===== config.mk =====
export PLATFORM = sky130hd
export DESIGN_NAME = oa_tree_seq_ctrl
export DESIGN_NICKNAME = d
export VERILOG_FILES = /design/src/rtl/oa_pkg.sv /design/src/rtl/oa_out_stage.sv /design/src/rtl/oa_tree_seq_ctrl.sv
export SDC_FILE = /design/constraint.sdc
export NUM_CORES = 1
export LEC_CHECK = 0
export ABC_CLOCK_PERIOD_IN_PS = 2400
export CAP_MARGIN = 20
export CORE_ASPECT_RATIO = 1.25
export CORE_MARGIN = 10
export CORE_UTILIZATION = 45
export CTS_CLUSTER_SIZE = 25
export DETAILED_ROUTE_END_ITERATION = 7
export PLACE_DENSITY_LB_ADDON = 0.3
export REMOVE_ABC_BUFFERS = 1
export SLEW_MARGIN = 20
export SYNTH_ARGS = -nofsm -noshare
export SYNTH_HDL_FRONTEND = slang
export SYNTH_SLANG_ARGS = --single-unit

===== constraint.sdc =====
create_clock -name clk -period 2.4 [get_ports clk]
set_clock_uncertainty 0.15 [all_clocks]
set_input_delay 0.48 -clock clk [delete_from_list [all_inputs] [get_ports clk]]
set_output_delay 0.48 -clock clk [all_outputs]
set_load 0.02 [all_outputs]

===== src/rtl/oa_pkg.sv =====
// Shared types for the online adder-tree sequencer.
// State encoding and signed-digit helpers.
package oa_pkg;

    typedef enum logic [1:0] {
        IDLE  = 2'd0,
        CLEAR = 2'd1,
        RUN   = 2'd2,
        DONE  = 2'd3
    } state_t;

    // {p,n} signed-digit encoding; (1,1) also reads as zero
    localparam logic [1:0] SD_POS  = 2'b10;
    localparam logic [1:0] SD_NEG  = 2'b01;
    localparam logic [1:0] SD_ZERO = 2'b00;

    function automatic logic sd_is_neg(input logic p, input logic n);
        return {p, n} == SD_NEG;
    endfunction

    function automatic logic sd_is_pos(input logic p, input logic n);
        return {p, n} == SD_POS;
    endfunction

endpackage


===== src/rtl/oa_out_stage.sv =====
// Registered result digit stage with first-nonzero
// negative detector for early ReLU termination.
module oa_out_stage
    import oa_pkg::*;
#(
    parameter int CNT_W = 5
) (
    input  logic             clk,
    input  logic             rst,
    input  logic             clr,
    input  logic             neg_clr,
    input  logic             relu_q,
    input  logic             cap,
    input  logic [CNT_W-1:0] cap_idx,
    input  logic             z_p,
    input  logic             z_n,
    output logic             term,
    output logic             out_p,
    output logic             out_n,
    output logic             out_valid,
    output logic [CNT_W-1:0] out_idx,
    output logic             neg_detect
);

    logic first_nz;
    logic chk;
    logic emit;

    assign chk  = cap & relu_q & ~first_nz;
    assign term = chk & sd_is_neg(z_p, z_n);
    assign emit = cap & ~term;

    always_ff @(posedge clk or negedge rst) begin
        if (!rst) begin
            first_nz <= 1'b0;
        end else if (clr) begin
            first_nz <= 1'b0;
        end else if (chk && sd_is_pos(z_p, z_n)) begin
            first_nz <= 1'b1;
        end
    end

    always_ff @(posedge clk or negedge rst) begin
        if (!rst) begin
            out_p     <= 1'b0;
            out_n     <= 1'b0;
            out_valid <= 1'b0;
            out_idx   <= '0;
        end else begin
            out_p     <= emit & z_p;
            out_n     <= emit & z_n;
            out_valid <= emit;
            out_idx   <= emit ? cap_idx : '0;
        end
    end

    always_ff @(posedge clk or negedge rst) begin
        if (!rst) begin
            neg_detect <= 1'b0;
        end else if (neg_clr) begin
            neg_detect <= 1'b0;
        end else if (term) begin
            neg_detect <= 1'b1;
        end
    end

endmodule


===== src/rtl/oa_tree_seq_ctrl.sv =====
// Sequencer for one MSD-first online adder-tree evaluation:
// clear, feed digits, drain the online delay, capture results.
module oa_tree_seq_ctrl
    import oa_pkg::*;
#(
    parameter int N_DIGITS   = 8,
    parameter int TREE_DELAY = 10,
    parameter int CNT_W      = $clog2(N_DIGITS + TREE_DELAY + 1)
) (
    input  logic             clk,
    input  logic             rst,
    input  logic             start,
    input  logic             abort,
    input  logic             relu_en,
    input  logic             z_p,
    input  logic             z_n,
    output logic             tree_clr,
    output logic             dig_en,
    output logic             dig_zero,
    output logic [CNT_W-1:0] dig_idx,
    output logic             out_p,
    output logic             out_n,
    output logic             out_valid,
    output logic [CNT_W-1:0] out_idx,
    output logic             busy,
    output logic             done,
    output logic             neg_detect
);

    localparam logic [CNT_W-1:0] LAST  = CNT_W'(N_DIGITS + TREE_DELAY - 1);
    localparam logic [CNT_W-1:0] ND_C  = CNT_W'(N_DIGITS);
    localparam logic [CNT_W-1:0] TD_C  = CNT_W'(TREE_DELAY);
    localparam logic [CNT_W-1:0] MSB_I = CNT_W'(N_DIGITS - 1);

    state_t           state;
    state_t           state_nx;
    logic [CNT_W-1:0] cyc;
    logic             relu_q;
    logic             accept;
    logic             in_run;
    logic             cap;
    logic             term;

    assign in_run = state == RUN;
    assign accept = start & ~abort & (state == IDLE || state == DONE);
    assign cap    = in_run & (cyc >= TD_C) & ~abort;

    always_comb begin
        state_nx = state;
        unique case (state)
            IDLE:  if (accept) state_nx = CLEAR;
            CLEAR: state_nx = RUN;
            RUN:   if (term || cyc == LAST) state_nx = DONE;
            DONE:  state_nx = accept ? CLEAR : IDLE;
            default: state_nx = IDLE;
        endcase
        if (abort) state_nx = IDLE;
    end

    always_ff @(posedge clk or negedge rst) begin
        if (!rst) begin
            state  <= IDLE;
            cyc    <= '0;
            relu_q <= 1'b0;
        end else begin
            state <= state_nx;
            if (accept) relu_q <= relu_en;
            // cyc saturates at LAST; it never wraps
            if (state == CLEAR) begin
                cyc <= '0;
            end else if (in_run && cyc != LAST) begin
                cyc <= cyc + 1'b1;
            end
        end
    end

    assign tree_clr = state == CLEAR;
    assign dig_en   = in_run & (cyc < ND_C);
    assign dig_zero = in_run & (cyc >= ND_C);
    assign dig_idx  = dig_en ? cyc : (dig_zero ? MSB_I : '0);
    assign busy     = state != IDLE;
    assign done     = state == DONE;

    oa_out_stage #(
        .CNT_W (CNT_W)
    ) u_out (
        .clk        (clk),
        .rst        (rst),
        .clr        (tree_clr),
        .neg_clr    (accept),
        .relu_q     (relu_q),
        .cap        (cap),
        .cap_idx    (cyc - TD_C),
        .z_p        (z_p),
        .z_n        (z_n),
        .term       (term),
        .out_p      (out_p),
        .out_n      (out_n),
        .out_valid  (out_valid),
        .out_idx    (out_idx),
        .neg_detect (neg_detect)
    );

endmodule


==> impl_metrics.env, run 1 <==
export IMPL_syn_mean_instance_area_sq_um=10.36
export IMPL_io_buffers=23
export IMPL_place_area_sq_um=1313
export IMPL_fmax_mhz=443.1
export IMPL_cp_max_fo=4
export IMPL_period_needed_ns=2.257
export IMPL_clock_latency_ns=0.28
export IMPL_tns_ns=0
export IMPL_yosysTopAreaCellShare_pct=43.06
export IMPL_cts_tree="done"
export IMPL_dieArea_sq_um=4665
export IMPL_routed_wl_met3_um=146
export IMPL_die_h_um=73.91
export IMPL_io_pins=26
export IMPL_worstReg2RegStart="cyc[1]$_DFFE_PN0P_"
export IMPL_antenna_left=0
export IMPL_routabilityCongestion=0.7912
export IMPL_grtUsageTotal_pct=9.077
export IMPL_hold_viol=0
export IMPL_cts_buffer_depth=2
export IMPL_p_leak_uw=0.0006576
export IMPL_routed_via_count=785
export IMPL_drt_wl_total_um=2078
export IMPL_cp_end_kind="primary output"
export IMPL_async_reset_ff_share_pct=100.0
export IMPL_synth_edf_count=0
export IMPL_met1Wirelength_um=839
export IMPL_whs_path_depth=2
export IMPL_r2r_setup_slack_ns=0.44
export IMPL_reg2regPathDepth=6
export IMPL_hp_start="u_out.first_nz$_DFFE_PN0P_"
export IMPL_cts_buffers=3
export IMPL_dr_first_iter_drc_count=6
export IMPL_vias_per_cell=5.000
export IMPL_ys_types=36
export IMPL_clkTransAtPathRegs_ns=0.10
export IMPL_final_nets=146
export IMPL_htreeDepth=1
export IMPL_clock_root_buffer="clkbuf_4"
export IMPL_yosysWarnings=0
export IMPL_cp_arrival_ns=1.63
export IMPL_synth_top_area_cell="dfrtp_1"
export IMPL_cts_hold_buf=0
export IMPL_grt_pass1_wl_um=3546
export IMPL_r2r_end="state[0]$_DFFE_PN0P_"
export IMPL_seq_area_frac_synth_pct=43.06
export IMPL_start_util_pct=47.31
export IMPL_drc_errors=0
export IMPL_routed_top_layer="met4"
export IMPL_vdd_drop_max_v=0.0004988
export IMPL_hold_path_endpoint="u_out.first_nz$_DFFE_PN0P_"
export IMPL_clock_sinks=18
export IMPL_place_hpwl_um=1673
export IMPL_firstDrtPassIters=4
export IMPL_hold_class="flip-flop to flip-flop"
export IMPL_antenna_found_initial=0
export IMPL_syn2layout_area_growth_pct=27.51
export IMPL_grt_max_degree=19
export IMPL_maxCapViolCount=0
export IMPL_die_x_um=63.12
export IMPL_fp_coreArea_sq_um=2211
export IMPL_netlist_top_cells_count="dfrtp_1, nor2_1, ha_1, inv_1, nand3_1"
export IMPL_synth_area_top_cells="dfrtp_1, ha_1, nor2_1"
export IMPL_slew_viol_final=0
export IMPL_grt_pass1_vias=810
export IMPL_cts_setup_buffers=0
export IMPL_avgRoutedWirePerCell_um=13.24
export IMPL_worstSetupStartpointType="flip-flop"
export IMPL_required_ns=1.77
export IMPL_outcome="finished, final reports clean"
export IMPL_synthCells=101
export IMPL_fp_row_count=19
export IMPL_p_per_area_nw_per_um2=721.9
export IMPL_fin_crit_sh_pct=94.03
export IMPL_synthFlopType="dfrtp_1"
export IMPL_antenna_cells=0
export IMPL_syn_area_sq_um=1046
export IMPL_grt_remaining_overflow=0
export IMPL_wl_met2_um=1079
export IMPL_worstSetupPathType="flip-flop to primary output"
export IMPL_ys_seq_elements=18
export IMPL_yosysMostFrequentCell="dfrtp_1"
export IMPL_rsz0062_at_grt="false"
export IMPL_final_area_sq_um=1334
export IMPL_final_layout_size_suffix_gt1_share_pct=9.524
export IMPL_setup_viol=0
layout make-up:
type                    instances  area (sq um)
clock buffers                   3         22.52
fillers                       178         877.1
inverters                       9         33.78
multi-input cells              70         539.3
flip-flops and latches         18         450.4
well taps                      31         38.79
repair buffers                 26         249.0
logic make-up after synthesis:
| group | count (synthesis) | synth area share [%] |
|---|---|---|
| simple gates | 36 | 20.69 |
| flops | 18 | 43.06 |
| compound gates | 14 | 10.53 |
| buf+inv | 14 | 5.980 |
| fa+ha+maj | 11 | 13.16 |
| xor+xnor | 5 | 4.187 |
| mux | 2 | 2.033 |
| other cells | 1 | 0.3585 |
sequential cells by signal, indices dropped and copies added (netlist names):
signal,cells
u_out.out_valid,1
cyc,5
u_out.out_p,1
u_out.out_idx,5
u_out.out_n,1
state,2
relu_q,1
u_out.neg_detect,1
u_out.first_nz,1
layer usage:
layer,vias to the layer above,global-route usage (%)
li1,390,-
met1,371,8.657
met2,22,17.51
met3,2,3.495
met4,0,2.985
met5,-,0
timing repair:
item / CTS / global route
setup endpoints to repair: 5 / 2
resized for setup: 5 / 2
pin swaps: 0 / 0
endpoints found under the hold margin: 0 / 0
per-stage QoR:
stage	instances	util, %	power, uW	worst slack (ns)	hold slack (ns)
3_3_place_gp	154	59.37	827.5	0.1689	0.3340
2_1_floorplan	97	-	676.5	0.3697	0.03441
3_5_place_dp	154	59.37	837.6	0.1221	0.3319
4_1_cts	157	60.10	977.0	0.04955	0.3612
6_report	157	60.33	962.8	0.1434	0.3556
5_1_grt	157	60.33	1041	0.03660	0.3770
placed cells by master (no fill, tap or decap), types with 2 or more instances in the layout:
cell type,synthesis,routed
dfrtp_1,18,18
clkdlybuf4s50_1,0,17
nor2_1,12,12
ha_1,11,10
inv_1,9,9
dlygate4sd2_1,0,5
nand3_1,4,4
o31a_1,3,3
nor2b_1,3,3
xnor2_1,3,3
nand2_1,3,3
clkbuf_4,0,3
buf_4,2,3
nor3_1,2,2
and2_1,2,2
o31ai_1,2,2
nand4_1,2,2
xor2_1,2,2
a21oi_1,2,2
conb_1,1,2
how the worst max path moves through the flow:
stage,startpoint,endpoint,slack (ns),cells after the start
finish,state[1]$_DFFE_PN0P_,tree_clr,0.14,3
CTS,state[0]$_DFFE_PN0P_,busy,0.05,4
detailed placement,state[0]$_DFFE_PN0P_,dig_en,0.12,4
global route,state[0]$_DFFE_PN0P_,dig_en,0.04,4
global placement,state[0]$_DFFE_PN0P_,dig_en,0.17,4
floorplan,state[0]$_DFFE_PN0P_,dig_en,0.37,3
worst max-delay path, cell delays in order, from the launching register on:
cell and delay, ns:
dfrtp_1 0.43, inv_1 0.13, ha_1 0.18, clkdlybuf4s50_1 0.61
power breakdown:
| part | internal [uW] | leakage (uW) | total [uW] | switching (uW) |
|---|---|---|---|---|
| combinational | 199 | 0.000398 | 431 | 232 |
| clock | 58.1 | 0.0000138 | 142 | 83.5 |
| sequential | 339 | 0.000246 | 390 | 50.8 |
| total | 597 | 0.000658 | 963 | 366 |
Note: power is estimated with default switching activity, not from simulation.
==> run 2: changes to the inputs <==
HOLD_SLACK_MARGIN = 0.05   (was not set)
SKIP_LAST_GASP = 1   (was not set)
TNS_END_PERCENT = 10   (was not set)
==> impl_metrics.env, run 2 (synthesis gave the netlist of run 1 again) <==
export IMPL_antenna_left=0
export IMPL_setup_viol=3
export IMPL_outcome="finished, violations left"
export IMPL_fin_crit_sh_pct=102.4
export IMPL_maxCapViolCount=0
export IMPL_cts_buffer_depth=2
export IMPL_drc_errors=0
export IMPL_fmax_mhz=407.1
export IMPL_clock_root_buffer="clkbuf_4"
export IMPL_syn2layout_area_growth_pct=27.99
export IMPL_tns_ns=-0.1645
export IMPL_die_x_um=63.12
export IMPL_place_ws_ns=0.1221
export IMPL_antenna_found_initial=0
export IMPL_clkTransAtPathRegs_ns=0.09
export IMPL_routed_via_count=786
export IMPL_cp_end_kind="primary output"
export IMPL_cp_arrival_ns=1.83
export IMPL_p_per_area_nw_per_um2=721.3
export IMPL_cts_buffers=3
export IMPL_slew_viol_final=0
export IMPL_final_nets=146
export IMPL_cts_tree="done"
export IMPL_worstSetupStartpointType="flip-flop"
export IMPL_grt_pass1_wl_um=3560
export IMPL_timing_final_ws_setup_ns=-0.05650
export IMPL_htreeDepth=1
export IMPL_io_pins=26
export IMPL_worstSetupPathType="flip-flop to primary output"
export IMPL_vias_per_cell=5.006
export IMPL_grt_max_degree=19
export IMPL_cts_setup_buffers=0
export IMPL_die_h_um=73.91
export IMPL_dieArea_sq_um=4665
export IMPL_violations="negative setup slack"
export IMPL_drt_wl_total_um=2082
export IMPL_firstDrtPassIters=4
export IMPL_dr_first_iter_drc_count=4
export IMPL_clock_sinks=18
export IMPL_hold_class="flip-flop to flip-flop"
export IMPL_grt_remaining_overflow=0
export IMPL_rsz0062_at_grt="true"
export IMPL_avgRoutedWirePerCell_um=13.26
export IMPL_grtUsageTotal_pct=9.108
export IMPL_period_needed_ns=2.456
export IMPL_clock_latency_ns=0.28
export IMPL_routabilityCongestion=0.7912
export IMPL_hold_viol=0
export IMPL_final_layout_size_suffix_gt1_share_pct=9.524
export IMPL_final_cell_mix="clkdlybuf4s50_1, dfrtp_1, nor2_1"
export IMPL_fp_coreArea_sq_um=2211
export IMPL_layout_commonest_cell="clkdlybuf4s50_1"
export IMPL_required_ns=1.77
export IMPL_whs_ns=0.3553
export IMPL_p_leak_uw=0.0006479
export IMPL_place_hpwl_um=1673
export IMPL_cp_max_fo=6
export IMPL_io_buffers=23
export IMPL_grt_pass1_vias=815
export IMPL_antenna_cells=0
export IMPL_reg_largest_list="cyc x5, u_out.out_idx x5, state x2"
export IMPL_fp_row_count=19
export IMPL_vdd_drop_max_v=0.0004972
export IMPL_start_util_pct=47.31
[run 2: changes by cell type in the layout (fill, tap and decap cells not counted), sizes merged]
cell,change
dlygate4sd2,-4
clkdlybuf4s50,+4
[run 2: power breakdown]
part           internal, uW  switching [uW]  leakage (uW)  total (uW)
combinational           203             232      0.000388         435
clock                  58.1            82.8     0.0000138         141
sequential              339            50.4      0.000246         390
[run 2: final timing paths]
path                                             from                         end  slack (ns)  depth (start not counted)
hold / removal             u_out.first_nz$_DFFE_PN0P_  u_out.first_nz$_DFFE_PN0P_        0.36                          2
hold reg to reg            u_out.first_nz$_DFFE_PN0P_  u_out.first_nz$_DFFE_PN0P_        0.36                          2
setup reg to reg                   cyc[1]$_DFFE_PN0P_        state[0]$_DFFE_PN0P_        0.44                          6
setup / recovery                 state[0]$_DFFE_PN0P_                  dig_idx[0]       -0.06                          4
max in group asynchronous                         rst          cyc[2]$_DFFE_PN0P_        1.54                          2
min in group asynchronous                         rst  u_out.out_idx[4]$_DFF_PN0_        0.37                          2
[run 2: what timing repair did]
| action | 4_1_cts | 5_1_grt |
|---|---|---|
| hold buffers | 0 | 0 |
| cloned | 0 | 0 |
| setup endpoints to repair | 5 | 6 |
| gates resized for setup | 1 | 2 |
[run 2: critical path, cell delays in order, from the launching register on]
cell	delay, ns
dfrtp_1	0.43
inv_1	0.13
ha_2	0.24
o31a_1	0.15
clkdlybuf4s50_1	0.60
[run 2: through the flow]
stage                     area (sq um)  util [%]  cells  total power [uW]
after global routing              1339     60.55    157              1045
final                             1339     60.55    157             965.7
after floorplan                   1021         -     97             676.5
after detailed placement          1313     59.37    154             837.6
after global placement            1313     59.37    154             827.5
after CTS                         1334     60.33    157             979.4
[run 2: area by class of cell]
cell class / count / area (sq um)
clock buffer: 3 / 22.52
multi-input combinational: 70 / 539.3
timing repair buffer: 26 / 254.0
fill: 178 / 872.1
tap: 31 / 38.79
sequential: 18 / 450.4
inverter: 9 / 33.78
[run 2: metal layers]
metal	global-route usage [%]	share of wire (%)	up-vias	wire length, um
met5	0	0	-	0
met4	2.985	0.62	0	13
met3	3.495	6.6	2	138
met2	17.51	52	18	1074
met1	8.746	41	376	855
li1	-	-	390	-
